## src/rtl/ram_dma_pkg.sv

```systemverilog
// Shared constants and FSM encoding for the RAM block-move/fill engine.
package ram_dma_pkg;

  localparam int DEF_ADDR_W = 6;
  localparam int DEF_DATA_W = 32;

  localparam logic OP_COPY = 1'b0;
  localparam logic OP_FILL = 1'b1;

  typedef enum logic [2:0] {
    ST_IDLE = 3'd0,
    ST_RD   = 3'd1,
    ST_LAT  = 3'd2,
    ST_WR   = 3'd3,
    ST_FILL = 3'd4,
    ST_FIN  = 3'd5
  } state_e;

endpackage

```

## src/rtl/ram_dma_ptr.sv

```systemverilog
// Source/destination pointer pair and written-word counter for ram_copy_dma.
// Pointers wrap modulo the RAM depth; last_o flags the final word of the block.
module ram_dma_ptr
  import ram_dma_pkg::*;
#(
  parameter int ADDR_W = DEF_ADDR_W
) (
  input  logic              clk,
  input  logic              rst,
  input  logic              load_i,
  input  logic              advance_i,
  input  logic [ADDR_W-1:0] src_i,
  input  logic [ADDR_W-1:0] dst_i,
  input  logic [ADDR_W:0]   len_i,
  output logic [ADDR_W-1:0] src_nxt_o,
  output logic [ADDR_W-1:0] dst_o,
  output logic [ADDR_W-1:0] dst_nxt_o,
  output logic [ADDR_W:0]   cnt_o,
  output logic              last_o
);

  localparam logic [ADDR_W-1:0] PTR_ONE = {{(ADDR_W-1){1'b0}}, 1'b1};
  localparam logic [ADDR_W:0]   CNT_ONE = {{ADDR_W{1'b0}}, 1'b1};

  logic [ADDR_W-1:0] src_q, dst_q;
  logic [ADDR_W:0]   cnt_q, len_q;

  // Load the block parameters on start, step all three on every written word.
  // NOTE: sequential state uses non-blocking (<=) so every register samples pre-edge values.
  always_ff @(posedge clk or posedge rst) begin
    if (rst) begin
      src_q <= '0;
      dst_q <= '0;
      cnt_q <= '0;
      len_q <= '0;
    end else if (load_i) begin
      src_q <= src_i;
      dst_q <= dst_i;
      cnt_q <= '0;
      len_q <= len_i;
    end else if (advance_i) begin
      src_q <= src_q + PTR_ONE;
      dst_q <= dst_q + PTR_ONE;
      cnt_q <= cnt_q + CNT_ONE;
    end
  end

  assign src_nxt_o = src_q + PTR_ONE;
  assign dst_o     = dst_q;
  assign dst_nxt_o = dst_q + PTR_ONE;
  assign cnt_o     = cnt_q;
  assign last_o    = (cnt_q == len_q - CNT_ONE);

endmodule

```

## src/rtl/ram_copy_dma.sv

```systemverilog
// Block copy / constant fill engine driving a registered-read single-port RAM.
// Copy takes RD -> LAT -> WR per word; fill writes one word per cycle.
// Every RAM-side output is registered, decoded from the next state.
module ram_copy_dma
  import ram_dma_pkg::*;
#(
  parameter int ADDR_W = DEF_ADDR_W,
  parameter int DATA_W = DEF_DATA_W
) (
  input  logic              clk,
  input  logic              rst,
  input  logic              start,
  input  logic              op,
  input  logic [ADDR_W-1:0] src_addr,
  input  logic [ADDR_W-1:0] dst_addr,
  input  logic [ADDR_W:0]   length,
  input  logic [DATA_W-1:0] fill_data,
  input  logic              abort,
  output logic              busy,
  output logic              done,
  output logic              aborted,
  output logic [ADDR_W:0]   words_done,
  output logic [ADDR_W-1:0] address,
  output logic              enable_read,
  output logic              enable_write,
  output logic [DATA_W-1:0] DMin,
  input  logic [DATA_W-1:0] DMout
);

  localparam logic [ADDR_W:0] DEPTH = {1'b1, {ADDR_W{1'b0}}};

  state_e            state_q, state_d;
  logic              load, advance, abort_take;
  logic [ADDR_W:0]   len_sat;
  logic [DATA_W-1:0] fill_q, fill_d;
  logic [ADDR_W-1:0] addr_d;
  logic [DATA_W-1:0] dmin_d;

  logic [ADDR_W-1:0] src_nxt, dst_ptr, dst_nxt;
  logic              last_word;

  logic              busy_q, done_q, aborted_q, en_rd_q, en_wr_q;
  logic [ADDR_W-1:0] addr_q;
  logic [DATA_W-1:0] dmin_q;

  assign len_sat = (length > DEPTH) ? DEPTH : length;
  assign advance = (state_q == ST_WR) || (state_q == ST_FILL);
  assign fill_d  = load ? fill_data : fill_q;

  ram_dma_ptr #(.ADDR_W(ADDR_W)) u_ptr (
    .clk       (clk),
    .rst       (rst),
    .load_i    (load),
    .advance_i (advance),
    .src_i     (src_addr),
    .dst_i     (dst_addr),
    .len_i     (len_sat),
    .src_nxt_o (src_nxt),
    .dst_o     (dst_ptr),
    .dst_nxt_o (dst_nxt),
    .cnt_o     (words_done),
    .last_o    (last_word)
  );

  // Next-state logic; abort overrides any active state, a finished op ignores it.
  // NOTE: every always_comb output gets a default first so no path infers a latch.
  always_comb begin
    state_d    = state_q;
    load       = 1'b0;
    abort_take = 1'b0;
    unique case (state_q)
      ST_IDLE: begin
        if (start) begin
          load = 1'b1;
          if (len_sat == '0)       state_d = ST_FIN;
          else if (op == OP_FILL)  state_d = ST_FILL;
          else                     state_d = ST_RD;
        end
      end
      ST_RD:   state_d = ST_LAT;
      ST_LAT:  state_d = ST_WR;
      ST_WR:   state_d = last_word ? ST_FIN : ST_RD;
      ST_FILL: state_d = last_word ? ST_FIN : ST_FILL;
      ST_FIN:  state_d = ST_IDLE;
      default: state_d = ST_IDLE;
    endcase
    if (abort && (state_q != ST_IDLE) && (state_q != ST_FIN)) begin
      state_d    = ST_IDLE;
      abort_take = 1'b1;
    end
  end

  // RAM address and write data for the cycle the FSM is about to enter.
  always_comb begin
    addr_d = '0;
    dmin_d = '0;
    case (state_d)
      ST_RD:   addr_d = (state_q == ST_IDLE) ? src_addr : src_nxt;
      ST_WR: begin
        addr_d = dst_ptr;
        dmin_d = DMout;
      end
      ST_FILL: begin
        addr_d = (state_q == ST_IDLE) ? dst_addr : dst_nxt;
        dmin_d = fill_d;
      end
      default: ;
    endcase
  end

  // State, latched fill word and registered RAM/status outputs.
  always_ff @(posedge clk or posedge rst) begin
    if (rst) begin
      state_q   <= ST_IDLE;
      fill_q    <= '0;
      addr_q    <= '0;
      dmin_q    <= '0;
      en_rd_q   <= 1'b0;
      en_wr_q   <= 1'b0;
      busy_q    <= 1'b0;
      done_q    <= 1'b0;
      aborted_q <= 1'b0;
    end else begin
      state_q   <= state_d;
      fill_q    <= fill_d;
      addr_q    <= addr_d;
      dmin_q    <= dmin_d;
      en_rd_q   <= (state_d == ST_RD);
      en_wr_q   <= (state_d == ST_WR) || (state_d == ST_FILL);
      busy_q    <= state_d inside {ST_RD, ST_LAT, ST_WR, ST_FILL};
      done_q    <= (state_d == ST_FIN);
      aborted_q <= abort_take;
    end
  end

  assign address      = addr_q;
  assign DMin         = dmin_q;
  assign enable_read  = en_rd_q;
  assign enable_write = en_wr_q;
  assign busy         = busy_q;
  assign done         = done_q;
  assign aborted      = aborted_q;

endmodule

```

## config.mk

```make
export PLATFORM = sky130hd
export DESIGN_NAME = ram_copy_dma
export DESIGN_NICKNAME = d
export VERILOG_FILES = /design/src/rtl/ram_dma_pkg.sv /design/src/rtl/ram_dma_ptr.sv /design/src/rtl/ram_copy_dma.sv
export SDC_FILE = /design/constraint.sdc
export NUM_CORES = 1
export LEC_CHECK = 0
export ABC_AREA = 1
export ABC_CLOCK_PERIOD_IN_PS = 7600
export CAP_MARGIN = 20
export CORE_MARGIN = 10
export CORE_UTILIZATION = 52
export CTS_CLUSTER_SIZE = 30
export DETAILED_ROUTE_END_ITERATION = 10
export GPL_ROUTABILITY_DRIVEN = 0
export GPL_TIMING_DRIVEN = 0
export HOLD_SLACK_MARGIN = 0.15
export PLACE_DENSITY = 0.89
export REMOVE_ABC_BUFFERS = 1
export SYNTH_ARGS = -nofsm -noshare
export SYNTH_HDL_FRONTEND = slang
export SYNTH_SLANG_ARGS = --single-unit
```

## constraint.sdc

```tcl
create_clock -name clk -period 7.6 [get_ports clk]
set_input_delay 1.14 -clock clk [delete_from_list [all_inputs] [get_ports clk]]
set_output_delay 1.14 -clock clk [all_outputs]
set_load 0.005 [all_outputs]
```

==> Word-level counts from Yosys, hierarchy flattened <==
Index checks and enable logic that the tools add are counted.
{ "totals": {"ff_bits": 104, "latch_bits": 0, "ram_bits": 0, "mem_bits_ro": 0, "in_bits": 88, "out_inout_bits": 50, "elab_cells": 60, "mem_count": 0} }
{ "op_classes": {"n_addsub": 4, "mul": 0, "n_div": 0, "n_lt_le_gt_ge": 1, "eq_ne": 11, "n_shift": 0, "n_mux": 22, "bitwise": 0, "reduce_logical": 9} }
{ "op_table": {"columns": ["operator", "count"], "rows": [
  ["$pmux 32 s2", 1],
  ["$mux 6", 6],
  ["$mux 32", 1],
  ["$mux 7", 3],
  ["$pmux 6 s3", 1],
  ["$mux 3", 5],
  ["$pmux 3 s5", 1],
  ["$add 6x1->6 const B", 2],
  ["$eq 3x2->1 const B", 4],
  ["$eq 3x3->1 const B", 3],
  ["$add 7x1->7 const B", 1],
  ["$eq 7x7->1", 1],
  ["$gt 7x7->1 const B", 1],
  ["$logic_not 7->1", 1],
  ["$sub 7x1->7 const B", 1],
  ["$eq 3x1->1 const B", 2],
  ["$mux 1", 4],
  ["$reduce_bool 4->1", 1],
  ["$logic_not 3->1", 1],
  ["$ne 3x3->1 const B", 1],
  ["$reduce_bool 3->1", 1],
  ["$logic_and 1x1->1", 2],
  ["$logic_or 1x1->1", 2],
  ["$reduce_bool 2->1", 1]
]} }

==> Logic depth before layout (Yosys ltp) <==
Gate-level depths: netlist of run 1.
{ "depth": {"depth_word": 9, "mapped_depth": 18, "ltp_nobuf": 16} }

==> Hierarchy <==
From an unflattened synthesis of run 1, not the netlist that was laid out.
{ "unflattened": {"cells_unflattened": 589, "hier_area_um2": 4894.7} }
{ "modules_own_cells": {"columns": ["module", "n_inst", "cells_each", "area_per_inst_um2", "seq_area_each_um2"], "rows": [
  ["ram_copy_dma", 1, 386, 3343.2, 1951.9],
  ["ram_dma_ptr", 1, 203, 1551.5, 650.6]
]} }

==> Worst setup path after synthesis of run 1 <==
Ideal clock, no wire load.
{ "synth_timing": {"path_kind": "input-to-reg", "from": "input port length[6]", "to": "register dmin_q[11], in the netlist DMin[11]", "arrival_ns": 2.332, "t_required_ns": 7.534, "slack_ns": 5.202, "cell_stages": 13, "path_cell_list": "inv_1 o21ai_0 nand3_1 a21oi_1 a21oi_1 nand2_1 nand2_2 buf_6 nand2_4 nor2_8 buf_12 nand2_2 nand2_1"} }
{ "synth_via": {"elab_chain_len": 9, "word_cells_on_any_way": 10, "cone_classes": "1 x order compare; 2 x eq/ne; 6 x mux; 1 x reduce/logical"} }
{ "synth_rtl": {"columns": ["element", "line_no", "text"], "rows": [
  ["from (decl)", "ram_copy_dma.sv:16", "input logic [ADDR_W:0] length,"],
  ["$gt 7x7->1", "ram_copy_dma.sv:46", "assign len_sat = (length > DEPTH) ? DEPTH : length;"],
  ["$mux 7 (*)", "ram_copy_dma.sv:46", null],
  ["$logic_not 7->1 (*)", "ram_copy_dma.sv:75", "if (len_sat == '0) state_d = ST_FIN;"],
  ["$mux 3 (*)", "ram_copy_dma.sv:75", null],
  ["$mux 3 (*)", "ram_copy_dma.sv:73", "if (start) begin"],
  ["$pmux 3 s5 (*)", "ram_copy_dma.sv:71", "unique case (state_q)"],
  ["$mux 3 (*)", "ram_copy_dma.sv:87", "if (abort && (state_q != ST_IDLE) && (state_q != ST_FIN)) begin"],
  ["$eq 3x3->1 / $eq 3x2->1 (equally long branches)", "ram_copy_dma.sv:97", "case (state_d)"],
  ["$pmux 32 s2 (*)", "ram_copy_dma.sv:97", null],
  ["via dmin_d[11]", "ram_copy_dma.sv:37", "logic [DATA_W-1:0] dmin_d;"],
  ["to (signal assigned)", "ram_copy_dma.sv:127", "dmin_q <= dmin_d;"],
  ["to (decl)", "ram_copy_dma.sv:44", "logic [DATA_W-1:0] dmin_q;"]
]} }
Mark *: on every way through the listed nets, which the timed path passes. The rest lies on a longest branch.
A chain may end at the register's enable or synchronous reset.

==> Worst setup path after layout of run 1 <==
{ "layout_timing": {"from": "input port start", "to": "register en_wr_q, in the netlist enable_write"} }
{ "layout_via": {"elab_chain_len": 5, "word_cells_on_any_way": 6, "cone_classes": "2 x eq/ne; 3 x mux; 1 x reduce/logical"} }
{ "layout_rtl": {"columns": ["element", "line_no", "text"], "rows": [
  ["from (decl)", "ram_copy_dma.sv:12", "input logic start,"],
  ["$mux 3 (*)", "ram_copy_dma.sv:73", null],
  ["$pmux 3 s5 (*)", "ram_copy_dma.sv:71", null],
  ["$mux 3 (*)", "ram_copy_dma.sv:87", null],
  ["$eq 3x2->1 / $eq 3x3->1 (equally long branches)", "ram_copy_dma.sv:129", "en_wr_q <= (state_d == ST_WR) || (state_d == ST_FILL);"],
  ["$logic_or 1x1->1 (*)", "ram_copy_dma.sv:129", null],
  ["to (signal assigned)", "ram_copy_dma.sv:129", null],
  ["to (decl)", "ram_copy_dma.sv:42", "logic busy_q, done_q, aborted_q, en_rd_q, en_wr_q;"]
]} }
Every way passes the cells marked *; elsewhere a longest branch is shown, timed or not.

==> metrics.yaml, run 1 <==
dpl_cell_area_um2: 6250
pwr-share-seq: 0.376
root_buffer: "clkbuf_8"
crit_arrival_ns: 4.48
finalSetupViolations: 0
cts_made_buffers: 9
status: "finished, final reports clean"
relSlewSlack: 0.331
grt_use_total: 0.196
start_util: 0.529
core_um2: 9200
post_cts_resized: 0
synth-seq-cells: 104
clk_path_buf_depth: 2
worst_setup_path_start_kind: "input port"
ant_nets: 0
fin_tns_setup_ns: 0
dp_hpwl_um: 9290
p_sw_mw: 1.01
synth_area_per_cell_um2: 8.40
yosys_warnings: 0
switching_share: 0.426
first_pass_iters: 5
grt_pass1_wl_um: 21300
cts_setup_buffers: 0
vias: 4231
grt_overflow: 0
grt_pass1_vias: 4348
ys_seq_area_frac: 0.535
nets: 798
grt_max_degree: 55
synthMuxAreaShare: 0
syn_area_um2: 4860
worst_setup_path_end_kind: "flop"
clk_latency_ns: 0.36
cts_tree: "built"
rsz0062_at_grt: "no"
drtIter0Drc: 240
drive_above_1_share: 0.0914
cts_num_sinks: 104
hold_slack_ns: 0.494
port_buffers: 137
drv_slew: 0
cts_max_level: 3
p_int_mw: 1.37
synthSimpleGateAreaFrac: 0.316
viasPerCell: 5.15
area_delta_synth_final_pct: 32.4
fp.dieH_um: 117
synth_top_family_by_area: "simple AND/OR/NAND/NOR gates"
cts_hold_buf: 0
ys_async_sr_fraction: 1.00
die_w_um: 117
power_mw: 2.38
synth_cell_type_count: 33
hold_viol: 0
wl_um: 12900
cp.required_ns: 7.86
drc: 0
pwr-share-clk: 0.141
cap_violations: 0
clk_pin_slew_ns: 0.10
grt_antenna_before_repair: 0
die_area_um2: 13600
worstSetupPathType: "input port to flop"
rr_worst_depth: 11
wl_per_cell_um: 15.7
synth-main-ff-cell: "dfrtp_1"
fin_skew_ns: 0.0193
critPathMaxFanout: 52
powerDensity_nw_per_um2: 370
synthAdderAreaFrac: 0.0103
leakage_nw: 3.19
comb_power_share: 0.483
hold_class: "flop to flop"
rows: 35
worst_pin_slew_ns: 1.00
final_cell_area_um2: 6440
synth_compound_area_frac: 0.0602
ios: 138
num_antenna_cells: 0
timing.final.crit_share: 0.556
synth_edf_count: 0
max_freq_mhz: 237
postSynthCellCount: 579
period_needed_ns: 4.23
synth_xor_area_frac: 0.0198
peakVddDrop_mv: 0.170
hold_depth: 2
==> critical path, cell delays in order <==
cell and delay [ns]:
clkdlybuf4s50_1 0.47, nand2_2 0.56, inv_2 0.99, a21oi_1 0.17
nand2_1 0.17, nand2_2 0.12, nor2_8 0.60, inv_1 0.13
o21ai_0 0.12
==> power groups by stage <==
stage,combinational (mW),sequential (mW),clock [mW]
6_report,1.15,0.896,0.336
5_1_grt,1.30,0.921,0.367
4_1_cts,1.15,0.895,0.343
3_5_place_dp,1.15,0.903,0
3_3_place_gp,1.10,0.895,0
2_1_floorplan,0.704,0.893,0
==> path summary, 6_finish.rpt <==
path                             from            to  slack (ns)
max in group asynchronous         rst     fill_q[9]        5.69
min reg2reg                fill_q[27]    fill_q[27]        0.49
max                             start  enable_write        3.37
min in group asynchronous         rst       DMin[1]        1.22
max reg2reg                state_q[1]  enable_write        3.52
min                        fill_q[27]    fill_q[27]        0.49
==> layout make-up <==
cell class,count,area [um2]
fill,680,2750
sequential,104,2600
multi-input combinational,417,1980
timing repair buffer,138,1400
tap,111,139
inverter,36,138
clock buffer,10,128
clock inverter,6,60.1
==> cell families after synthesis <==
logic type / count (synthesis)
AO/OA/AOI/OAI: 50
XOR/XNOR: 11
adder cells (fa/ha/maj): 4
buffers and inverters: 58
flip-flops: 104
AND/OR/NAND/NOR: 352
==> metal layers <==
layer,wire length (um),GRT usage,vias to the layer above
li1,-,-,2090
met1,4920,0.223,1969
met2,6240,0.316,159
met3,1610,0.103,13
met4,128,0.0544,0
met5,0,0,-
==> layout by cell type (no fill, tap or decap), drive strengths merged <==
| cell | count |
|---|---|
| o22ai | 4 |
| buf | 1 |
| nand3 | 24 |
| xor2 | 7 |
| o21ai | 21 |
| a22o | 2 |
| nor3 | 6 |
| clkbuf | 10 |
| xnor2 | 4 |
| o21bai | 2 |
| nand2 | 274 |
| a31o | 1 |
| o221ai | 3 |
| a21oi | 13 |
| o211ai | 3 |
| nor2 | 30 |
| dfrtp | 104 |
| ha | 4 |
| nand4 | 15 |
| inv | 39 |
| clkdlybuf4s50 | 137 |
| and3 | 2 |
| clkinv | 3 |
| and2 | 1 |
| o21a | 1 |
==> stage by stage <==
stage	std cells	util	setup slack, ns
finish	822	0.701	3.37
global route	822	0.701	3.09
CTS	822	0.701	3.38
detailed placement	806	0.680	3.02
global placement	805	0.677	2.33
floorplan	557	-	3.73
==> registers in the layout (all words and copies together), names as in the netlist <==
name and flops:
DMin 32, fill_q 32, u_ptr.cnt_o 7, u_ptr.len_q 7, address 6, u_ptr.dst_o 6
u_ptr.src_q 6, state_q 3, aborted 1, busy 1, done 1, enable_read 1
enable_write 1
==> synthesized netlist by cell type (5+ instances only) <==
| library cell | n | area share |
|---|---|---|
| inv_1 | 31 | 0.024 |
| nand3_1 | 23 | 0.024 |
| nand2_2 | 34 | 0.044 |
| dfrtp_1 | 104 | 0.53 |
| nor3_1 | 6 | 0.0062 |
| nor2_2 | 5 | 0.0064 |
| a21oi_1 | 13 | 0.013 |
| clkbuf_1 | 14 | 0.011 |
| nand2_1 | 239 | 0.18 |
| nor2_1 | 23 | 0.018 |
| xor2_1 | 7 | 0.013 |
| o21ai_0 | 21 | 0.022 |
| nand4_1 | 15 | 0.019 |
Note: power is estimated with default switching activity, not from simulation.
==> run 2, diff against run 1 <==
--- a/config.mk
+++ b/config.mk
@@ -6,16 +6,16 @@
 export NUM_CORES = 1
 export LEC_CHECK = 0
 export ABC_AREA = 1
-export ABC_CLOCK_PERIOD_IN_PS = 7600
+export ABC_CLOCK_PERIOD_IN_PS = 3600
 export CAP_MARGIN = 20
 export CORE_MARGIN = 10
-export CORE_UTILIZATION = 52
+export CORE_UTILIZATION = 43
 export CTS_CLUSTER_SIZE = 30
 export DETAILED_ROUTE_END_ITERATION = 10
 export GPL_ROUTABILITY_DRIVEN = 0
 export GPL_TIMING_DRIVEN = 0
 export HOLD_SLACK_MARGIN = 0.15
-export PLACE_DENSITY = 0.89
+export PLACE_DENSITY = 0.79
 export REMOVE_ABC_BUFFERS = 1
 export SYNTH_ARGS = -nofsm -noshare
 export SYNTH_HDL_FRONTEND = slang
==> constraint.sdc (replaced) <==
create_clock -name clk -period 3.6 [get_ports clk]
set_input_delay 0.54 -clock clk [delete_from_list [all_inputs] [get_ports clk]]
set_output_delay 0.54 -clock clk [all_outputs]
set_load 0.005 [all_outputs]
==> run 2 against run 1 <==
Compared with the run above:
- combinational power up 110%
- worst hold slack lost 0.015 ns
- wire length up 2.8%
- global-route usage decreased by 2.8 points
- setup slack got worse by 3.1 ns
- largest cell class unchanged
==> metrics.yaml, run 2 (synthesis gave the netlist of run 1 again) <==
status: "finished, final reports clean"
period_needed_ns: 3.30
layout_commonest_cell: "nand2_1"
crit_top_cell: "nand2_2"
dpl_cell_area_um2: 6290
cts_made_buffers: 9
die_w_um: 126
critPathMaxFanout: 52
first_pass_iters: 5
cts_num_sinks: 104
clk_latency_ns: 0.35
worst_pin_slew_ns: 0.914
utilization: 0.601
peakVddDrop_mv: 0.406
power_mw: 5.25
vias: 4270
crit_chain: "nor2_2 -> nand2_2 -> inv_2 -> nand2_4 -> inv_6 -> a21oi_1 -> nand2_1 -> nand2_2 -> nor2_8 -> inv_1 -> o21ai_0"
cts_hold_buf: 0
dp_slack_ns: -0.503
path_delay_family: "simple AND/OR/NAND/NOR gates"
cpPeakStageDelay_ns: 0.56
root_buffer: "clkbuf_16"
relSlewSlack: 0.389
grt_pass1_vias: 4433
worst_setup_path_start_kind: "flop"
cts_tree: "built"
area_delta_synth_final_pct: 35.2
port_buffers: 137
cts_setup_buffers: 0
grt_use_total: 0.168
start_util: 0.445
worst_setup_path_end_kind: "flop"
cap_violations: 0
viasPerCell: 5.02
grt_overflow: 0
fp.dieH_um: 126
cts_max_level: 3
fin_cells: 850
crit_slowest_cell: "nor2_8"
wl_um: 13300
hold_class: "flop to flop"
dp_hpwl_um: 9450
core_um2: 10900
timing.final.crit_share: 0.918
drive_above_1_share: 0.0901
drtIter0Drc: 363
clk_path_buf_depth: 2
drv_slew: 0
hold_slack_ns: 0.480
ant_nets: 0
nets: 798
max_freq_mhz: 303
num_antenna_cells: 0
leakage_nw: 3.23
dp_cells: 835
path_buf_inv: 3
cp.required_ns: 3.86
multi_input_area_um2: 1980
grt_max_degree: 73
powerDensity_nw_per_um2: 798
drc: 0
rsz0062_at_grt: "no"
rows: 38
die_area_um2: 16000
crit_arrival_ns: 3.56
final_cell_area_um2: 6580
finalSetupViolations: 0
fillCellCount: 937
ios: 138
fin_skew_ns: 0.00473
regArea_um2: 2600
wl_per_cell_um: 15.6
hold_viol: 0
clk_pin_slew_ns: 0.07
worstSetupPathType: "flop to flop"
final_cell_mix: "nand2_1, clkdlybuf4s50_1, dfrtp_1"
fin_tns_setup_ns: 0
grt_antenna_before_repair: 0
grt_pass1_wl_um: 22100
final.setup.worst_slack_ns: 0.296
[run 2: changes by cell type in the layout (fill, tap and decap cells not counted), moves of 2 or more]
cell / delta
clkbuf_16: +9
clkbuf_8: -7
inv_8: -3
clkinv_2: +2
clkinv_4: -2
[run 2: area by class of cell]
cell class | count | share of cell area
Clock inverter | 3 | 0.00266
Multi-Input combinational cell | 417 | 0.301
Clock buffer | 12 | 0.0390
Tap cell | 140 | 0.0266
Timing Repair Buffer | 138 | 0.213
Inverter | 36 | 0.0217
Sequential cell | 104 | 0.396
[run 2: where the power goes]
part	switching [mW]	internal, mW
logic	1.47	0.967
registers	0.248	1.65
clock network	0.415	0.501
[run 2: final timing paths]
path                                 start        endpoint  slack (ns)  cells after the start
worst min-delay path            fill_q[27]      fill_q[27]        0.48                      2
min in group asynchronous              rst      fill_q[18]        0.56                      2
max in group asynchronous              rst  u_ptr.src_q[0]        2.36                      3
worst max register to register  state_q[1]    enable_write        0.30                     11
worst min register to register  fill_q[27]      fill_q[27]        0.48                      2
worst max-delay path            state_q[1]    enable_write        0.30                     11
[run 2: repair_timing]
action | CTS | global route
cloned | 0 | 0
pin swaps | 0 | 1
endpoints found under the setup margin | 44 | 1
resized for setup | 3 | 0
[run 2: worst reg2reg max path, stage by stage (launching register included)]
cell	delay [ns]
dfrtp_1	0.42
nor2_2	0.19
nand2_2	0.22
inv_2	0.27
nand2_4	0.38
inv_6	0.49
a21oi_1	0.16
nand2_1	0.17
nand2_2	0.13
nor2_8	0.56
inv_1	0.13
o21ai_0	0.11
[run 2: routing by layer]
| layer | vias to the layer above | share of wire | wire length [um] | track usage |
|---|---|---|---|---|
| li1 | 2088 | - | - | - |
| met2 | 152 | 0.51 | 6760 | 0.285 |
| met5 | - | 0 | 0 | 0 |
| met1 | 2015 | 0.38 | 5020 | 0.181 |
| met3 | 15 | 0.098 | 1290 | 0.0716 |
| met4 | 0 | 0.014 | 181 | 0.0643 |
==> run 3, diff against run 2 <==
--- a/config.mk
+++ b/config.mk
@@ -9,13 +9,13 @@
 export ABC_CLOCK_PERIOD_IN_PS = 3600
 export CAP_MARGIN = 20
 export CORE_MARGIN = 10
-export CORE_UTILIZATION = 43
+export CORE_UTILIZATION = 42
 export CTS_CLUSTER_SIZE = 30
 export DETAILED_ROUTE_END_ITERATION = 10
 export GPL_ROUTABILITY_DRIVEN = 0
 export GPL_TIMING_DRIVEN = 0
 export HOLD_SLACK_MARGIN = 0.15
-export PLACE_DENSITY = 0.79
+export PLACE_DENSITY = 0.78
 export REMOVE_ABC_BUFFERS = 1
 export SYNTH_ARGS = -nofsm -noshare
 export SYNTH_HDL_FRONTEND = slang
==> run 3 against run 2 <==
Compared with the run above:
- register-to-register slack better by 0.12 ns
- maximum frequency up 3.7%
- sequential share of layout area down 0.32 points
- highest routed layer unchanged
==> metrics.yaml, run 3 (synthesis gave the netlist of run 1 again) <==
status: "finished, final reports clean"
grt_max_degree: 56
root_buffer: "clkbuf_16"
pwr-share-clk: 0.198
worst_setup_path_start_kind: "flop"
cts_setup_buffers: 0
dp_hpwl_um: 9100
grt_overflow: 0
cp-endpoint: "enable_write"
ios: 138
vias: 4206
port_buffers: 137
rr_worst_depth: 11
timing.final.crit_share: 0.885
layout_commonest_cell: "nand2_1"
regToRegEndpoint: "enable_write"
crit_slowest_cell: "nor2_8"
max_freq_mhz: 314
grt_pass1_vias: 4329
rsz0062_at_grt: "no"
peakVddDrop_mv: 0.339
fin_tns_setup_ns: 0
crit_start: "state_q[1]"
cts_tree: "built"
area_delta_synth_final_pct: 36.3
cap_violations: 0
utilization: 0.583
num_antenna_cells: 0
worstSetupPathType: "flop to flop"
grt_use_total: 0.157
hold_viol: 0
post_cts_resized: 4
comb_power_share: 0.449
p_sw_mw: 2.09
met3_usage: 0.0633
pwr-share-seq: 0.354
wl_um: 12800
top_usage_layer: "met2"
grt_pass1_wl_um: 21000
clk_pin_slew_ns: 0.07
use_met2: 0.264
critPathMaxFanout: 52
rows: 39
hold_class: "flop to flop"
relSlewSlack: 0.386
worst_pin_slew_ns: 0.918
die_w_um: 128
switching_share: 0.391
leakage_nw: 3.25
start_util: 0.428
finalSetupViolations: 0
cpPeakStageDelay_ns: 0.58
cts_num_sinks: 104
nets: 798
clk_path_buf_depth: 2
powerDensity_nw_per_um2: 807
rrSetupSlack_ns: 0.42
worst_setup_path_end_kind: "flop"
drtIter0Drc: 238
fp.dieH_um: 128
p_int_mw: 3.26
first_pass_iters: 4
cts_max_level: 3
crit_top_cell: "nand2_2"
period_needed_ns: 3.18
cts_made_buffers: 9
drv_slew: 0
die_area_um2: 16300
wl_per_cell_um: 15.0
cp.required_ns: 3.85
grt_antenna_before_repair: 0
ant_nets: 0
crit_chain: "nor2_2 -> nand2_2 -> inv_2 -> nand2_4 -> inv_8 -> a21oi_1 -> nand2_1 -> nand2_2 -> nor2_8 -> inv_1 -> o21ai_0"
drc: 0
viasPerCell: 4.93
crit_arrival_ns: 3.43
hold_depth: 2
r2r_start: "state_q[1]"
core_um2: 11400
fin_skew_ns: 0.00506
clk_latency_ns: 0.34
cts_hold_buf: 0
drive_above_1_share: 0.0901
met1_usage: 0.176
final_cell_mix: "nand2_1, clkdlybuf4s50_1, dfrtp_1"
[run 3: cell count changes in the layout (fill, tap and decap cells not counted), sizes merged]
cell	previous run	this run
clkinvlp	1	0
clkinv	3	2
bufinv	0	2
[run 3: critical path, delay by kind of cell (launching register included)]
kind,cells,cell delay (ns)
and+or+nand+nor,6,1.61
AOI/OAI and AO/OA,2,0.23
buffers and inverters,3,0.80
DFF,1,0.42
[run 3: area by class of cell]
| class | count | area, um2 |
|---|---|---|
| clock buffer | 12 | 256 |
| clock inverter | 3 | 65.1 |
| fill | 1010 | 4740 |
| inverter | 36 | 145 |
| multi-input combinational | 417 | 1980 |
| sequential | 104 | 2600 |
| tap | 143 | 179 |
| timing repair buffer | 138 | 1400 |
[run 3: how the worst min path moves through the flow]
stage	start	end	slack [ns]
after global routing	fill_q[27]	fill_q[27]	0.50
after detailed placement	fill_q[27]	fill_q[27]	0.46
after global placement	fill_q[27]	fill_q[27]	0.46
after CTS	fill_q[27]	fill_q[27]	0.48
final	fill_q[27]	fill_q[27]	0.48
after floorplan	fill_q[21]	fill_q[21]	0.44
[run 3: through the flow]
| step | area, um2 | hold WS (ns) | instances | worst slack, ns | power, mW |
|---|---|---|---|---|---|
| after floorplan | 4710 | 0.445 | 557 | 0.328 | 3.37 |
| final | 6630 | 0.481 | 853 | 0.416 | 5.35 |
| after global placement | 6260 | 0.459 | 837 | -1.17 | 4.23 |
| after global routing | 6630 | 0.497 | 853 | 0.0916 | 5.78 |
| after CTS | 6630 | 0.480 | 853 | 0.370 | 5.40 |
| after detailed placement | 6290 | 0.461 | 838 | -0.449 | 4.31 |
[run 3: layer usage]
layer	up-vias	share of wire
li1	2086	-
met1	1968	0.40
met2	130	0.50
met3	22	0.084
met4	0	0.016
met5	-	0
[run 3: power by group through the flow]
stage / clock network (mW) / registers, mW / logic, mW
6_report: 1.06 / 1.89 / 2.40
5_1_grt: 1.12 / 1.94 / 2.72
4_1_cts: 1.07 / 1.89 / 2.43
3_5_place_dp: 0 / 1.91 / 2.40
3_3_place_gp: 0 / 1.89 / 2.34
2_1_floorplan: 0 / 1.89 / 1.49
